[config.mk]
export PLATFORM = sky130hd
export DESIGN_NAME = stopwatch_controller
export DESIGN_NICKNAME = d
export VERILOG_FILES = /design/src/rtl/stopwatch_controller.sv
export SDC_FILE = /design/constraint.sdc
export NUM_CORES = 1
export LEC_CHECK = 0
export ABC_AREA = 1
export BUFFER_PORTS_ARGS = -buffer_cell sky130_fd_sc_hd__buf_4
export CORE_AREA = 5 5 76 78
export CTS_CLUSTER_DIAMETER = 60
export DETAILED_ROUTE_END_ITERATION = 8
export DIE_AREA = 0 0 81 83
export GPL_ROUTABILITY_DRIVEN = 0
export PLACE_DENSITY = 0.44
export RECOVER_POWER = 25
export SKIP_CTS_REPAIR_TIMING = 1
export SLEW_MARGIN = 20
export SYNTH_ARGS = -nofsm -noshare
export SYNTH_HDL_FRONTEND = slang
export SYNTH_SLANG_ARGS = --single-unit
[constraint.sdc]
create_clock -name CLK_100Hz -period 1.5 [get_ports CLK_100Hz]
set_clock_uncertainty 0.05 [all_clocks]
set_input_delay 0.15 -clock CLK_100Hz [delete_from_list [all_inputs] [get_ports CLK_100Hz]]
set_output_delay 0.15 -clock CLK_100Hz [all_outputs]
set_load 0.02 [all_outputs]
[src/rtl/stopwatch_controller.sv]
// stopwatch_controller: button conditioning and run/pause/lap/overflow sequencer for the stopwatch counter chain.
// Lap counter flops are built only when STOPWATCH_LAP_COUNT_EN is defined; otherwise lap_count is tied to 0.
module stopwatch_controller #(
  parameter int DEBOUNCE_TICKS = 5,
  parameter int LAP_CNT_W      = 4
) (
  input  logic                 CLK_100Hz,
  input  logic                 reset,
  input  logic                 btn_start_stop,
  input  logic                 btn_lap_reset,
  input  logic                 stopwatch_overflow,
  output logic                 count_en,
  output logic                 display_hold,
  output logic                 clear,
  output logic [2:0]           state,
  output logic [LAP_CNT_W-1:0] lap_count
);
  typedef enum logic [2:0] {
    IDLE     = 3'd0,
    RUNNING  = 3'd1,
    LAP      = 3'd2,
    PAUSED   = 3'd3,
    OVERFLOW = 3'd4
  } state_t;
  state_t     cur, nxt;
  logic [1:0] sync1, sync2, level, press;
  logic [7:0] cnt [2];
  logic       ss, lr, ovf, do_clear;
  assign ss    = press[0];
  assign lr    = press[1];
  assign state = cur;
  // overflow seen while clear is high is the stale flag the clear is still removing
  assign ovf      = stopwatch_overflow && !clear && cur != OVERFLOW;
  assign do_clear = lr && !ovf && (cur == IDLE || cur == PAUSED || cur == OVERFLOW);
  assign nxt = ovf ? OVERFLOW :
               lr  ? (cur == RUNNING ? LAP : cur == LAP ? RUNNING : IDLE) :
               ss  ? ((cur == IDLE || cur == PAUSED) ? RUNNING : cur == OVERFLOW ? OVERFLOW : PAUSED) :
               cur;
  always_ff @(posedge CLK_100Hz or posedge reset) begin
    if (reset) begin
      sync1 <= '0;
      sync2 <= '0;
      level <= '0;
      press <= '0;
      cnt   <= '{default: '0};
    end else begin
      sync1 <= {btn_lap_reset, btn_start_stop};
      sync2 <= sync1;
      for (int i = 0; i < 2; i++) begin
        press[i] <= 1'b0;
        if (sync2[i] == level[i]) cnt[i] <= '0;
        else if (cnt[i] == 8'(DEBOUNCE_TICKS - 1)) begin
          cnt[i]   <= '0;
          level[i] <= sync2[i];
          press[i] <= sync2[i];
        end else cnt[i] <= cnt[i] + 8'd1;
      end
    end
  end
  always_ff @(posedge CLK_100Hz or posedge reset) begin
    if (reset) begin
      cur          <= IDLE;
      count_en     <= 1'b0;
      display_hold <= 1'b0;
      clear        <= 1'b0;
    end else begin
      cur          <= nxt;
      count_en     <= nxt == RUNNING || nxt == LAP;
      display_hold <= nxt == LAP;
      clear        <= do_clear;
    end
  end
`ifdef STOPWATCH_LAP_COUNT_EN
  logic lap_inc;
  assign lap_inc = lr && !ovf && cur == RUNNING;
  always_ff @(posedge CLK_100Hz or posedge reset) begin
    if (reset) lap_count <= '0;
    else if (do_clear) lap_count <= '0;
    else if (lap_inc && lap_count != '1) lap_count <= lap_count + 1'b1;
  end
`else
  assign lap_count = '0;
`endif
endmodule

==> flow_summary.toml <==
[detailed_routing]
wl_per_cell_um = 9.59
drt-total-wl_um = 2500
num_vias = 1099
drc = 0
drtIter0Drc = 45
drt-pass1-iter-count = 4
ant_nets = 0
via_per_inst = 4.21

[finish]
fillCellCount = 529
syn2layout_area_growth_pct = 21.4
layout_common_cells = "dfrtp_1, inv_1, nand2_1"
multi_input_area_um2 = 573
nNetsFinal = 199
seqCellArea_um2 = 751
final_common_cell = "dfrtp_1"
diodes = 0
drive_above_1_share_pct = 15.2

[synth]
ys_types = 21
ys_seq_elements = 30
yosysSeqAreaShare_pct = 51.7
syn_area_per_cell_um2 = 8.59
yosysWarnings = 0
synth_area_mm2 = 0.00145
synthCells = 169

[global_routing]
grt_pass1_wl_um = 4620
grt_pass1_vias = 1006
antenna_found_initial = 0
grt_usage_pct = 8.70
grt_max_degree = 22
globalRouteOverflowTotal = 0

[worst_setup_path]
crit_required_ps = 1600
critPathCaptureType = "register"
worstSetupPathDepth = 5
crit_slowest_cell = "dfrtp_1"
critPathTopFamily = "flip-flops"
worst_ep_arrival_time_ps = 1450
worst-path-max-fanout = 5
path_cells = "inv_1 -> ha_1 -> nand3_1 -> o21ai_1 -> nor3_1"
slowest_delay_ps = 410
crit_buf_inv = 1
crit_type = "reg -> reg"
start_kind = "register"
r2r_cells = 5

[min_path]
min_path_type = "in -> reg"
whs_path_depth = 4

[status]
status = "completed"

[power]
peakVddDrop_mv = 0.482
power_frac_clock_pct = 32.2
power.net_switching_mw = 0.809
p_comb_share_pct = 26.0
swShare_pct = 32.8
p_seq_share_pct = 41.7
p_total_mw = 2.46
p_per_area_mw_per_mm2 = 1400
p_int_mw = 1.66
p_leak_nw = 0.889

[clock_network]
cts_buffer_depth = 2
cts_sinks = 30
clk_latency_ps = 270
numCtsBuffers = 5
cts_tree = "yes"
htreeDepth = 2
clkSlewWorstSetupHoldPaths_ps = 60
cts_root_buffer = "clkbuf_8"

[die]
fp.dieH_um = 83
rows = 26
die_area_mm2 = 0.00672
ioPinCount = 15
start_util_pct = 29.0
die_w_um = 81
coreArea_mm2 = 0.00501

[sta]
fin_tns_setup_ps = 0
rsz0062_at_grt = "false"
hold_viol = 0
finalCritPeriodShare_pct = 90.2
maxSlewViolCount = 0
whs_ps = 233
setup_viol = 0
fin_crit_ps = 1350
fmax_mhz = 739

[place]
port_buffers = 10
dp_hpwl_um = 1900

[job]
maxCapViolCount = 0
-- sequential cells by signal, indices dropped and copies added, names as in the netlist --
| name | count |
|---|---|
| display_hold | 1 |
| count_en | 1 |
| state | 3 |
| sync2 | 2 |
| cnt | 16 |
| sync1 | 2 |
| level | 2 |
| clear | 1 |
| press | 2 |
-- logic make-up after synthesis --
logic type	count (synthesis)	synth area share (%)
compound gates	13	5.26
xor+xnor	5	3.02
buf+inv	33	9.57
simple gates	83	26.7
flops	30	51.7
other cells	1	0.258
fa+ha+maj	4	3.45
-- layer usage --
layer  vias up  part of all wire [%]  track usage (%)
met4         0                   2.0             3.69
met3         6                   6.1             3.46
met5         -                     0                0
met2        24                    46             12.7
li1        556                     -                -
met1       513                    46             11.3
-- power groups by stage --
stage,Clock (mW),Combinational (mW),Sequential [mW]
3_3_place_gp,0,0.634,1.04
3_5_place_dp,0,0.648,1.05
2_1_floorplan,0,0.458,1.06
4_1_cts,0.837,0.651,1.03
5_1_grt,0.867,0.754,1.05
6_report,0.795,0.642,1.03
-- worst reg2reg max path, stage by stage, from the launching register on --
cell     delay (ps)
dfrtp_1         410
inv_1            70
ha_1            130
nand3_1         110
o21ai_1         370
nor3_1           90
-- final timing paths --
path,from,endpoint,slack (ps)
setup / recovery,cnt[0]$_DFF_PP0_,cnt[2]$_DFF_PP0_,150
hold / removal,stopwatch_overflow,state[0]$_DFF_PP0_,230
setup reg to reg,cnt[0]$_DFF_PP0_,cnt[2]$_DFF_PP0_,150
hold reg to reg,sync1[0]$_DFF_PP0_,sync2[0]$_DFF_PP0_,300
max in group asynchronous,reset,cnt[11]$_DFF_PP0_,570
min in group asynchronous,reset,display_hold$_DFF_PP0_,370
-- synth_stat cells --
library cell	instances	area share, %
buf_4	4	2.1
nand2_2	3	1.3
nor3_4	1	1.1
nand2_1	27	7.0
xnor2_1	3	1.8
inv_1	29	7.5
xor2_1	2	1.2
nand2_4	2	1.6
ha_1	4	3.4
o21ai_0	4	1.4
a21oi_4	1	1.1
o21ai_1	1	0.34
conb_1	1	0.26
dfrtp_1	30	52
a21oi_1	7	2.4
nor2_2	2	0.86
nor2_1	24	6.2
nor3_1	7	2.4
nor3b_1	1	0.52
nand4_1	3	1.3
nand3_1	13	4.5
-- final cells by class --
class,instances,area share (%)
clock buffer,5,3.91
clock inverter,3,2.27
inverter,29,6.18
multi-input combinational,109,32.5
sequential,30,42.6
tap,70,4.97
timing repair buffer,15,7.53
-- per-stage QoR --
step	area [um2]	util (%)	cells	setup slack, ps
3_3_place_gp	1620	32.4	250	209
2_1_floorplan	1460	-	172	275
3_5_place_dp	1620	32.4	250	144
6_report	1760	35.2	261	147
5_1_grt	1760	35.2	261	59.0
4_1_cts	1730	34.6	258	134
Power figures use the tool's default switching activity.
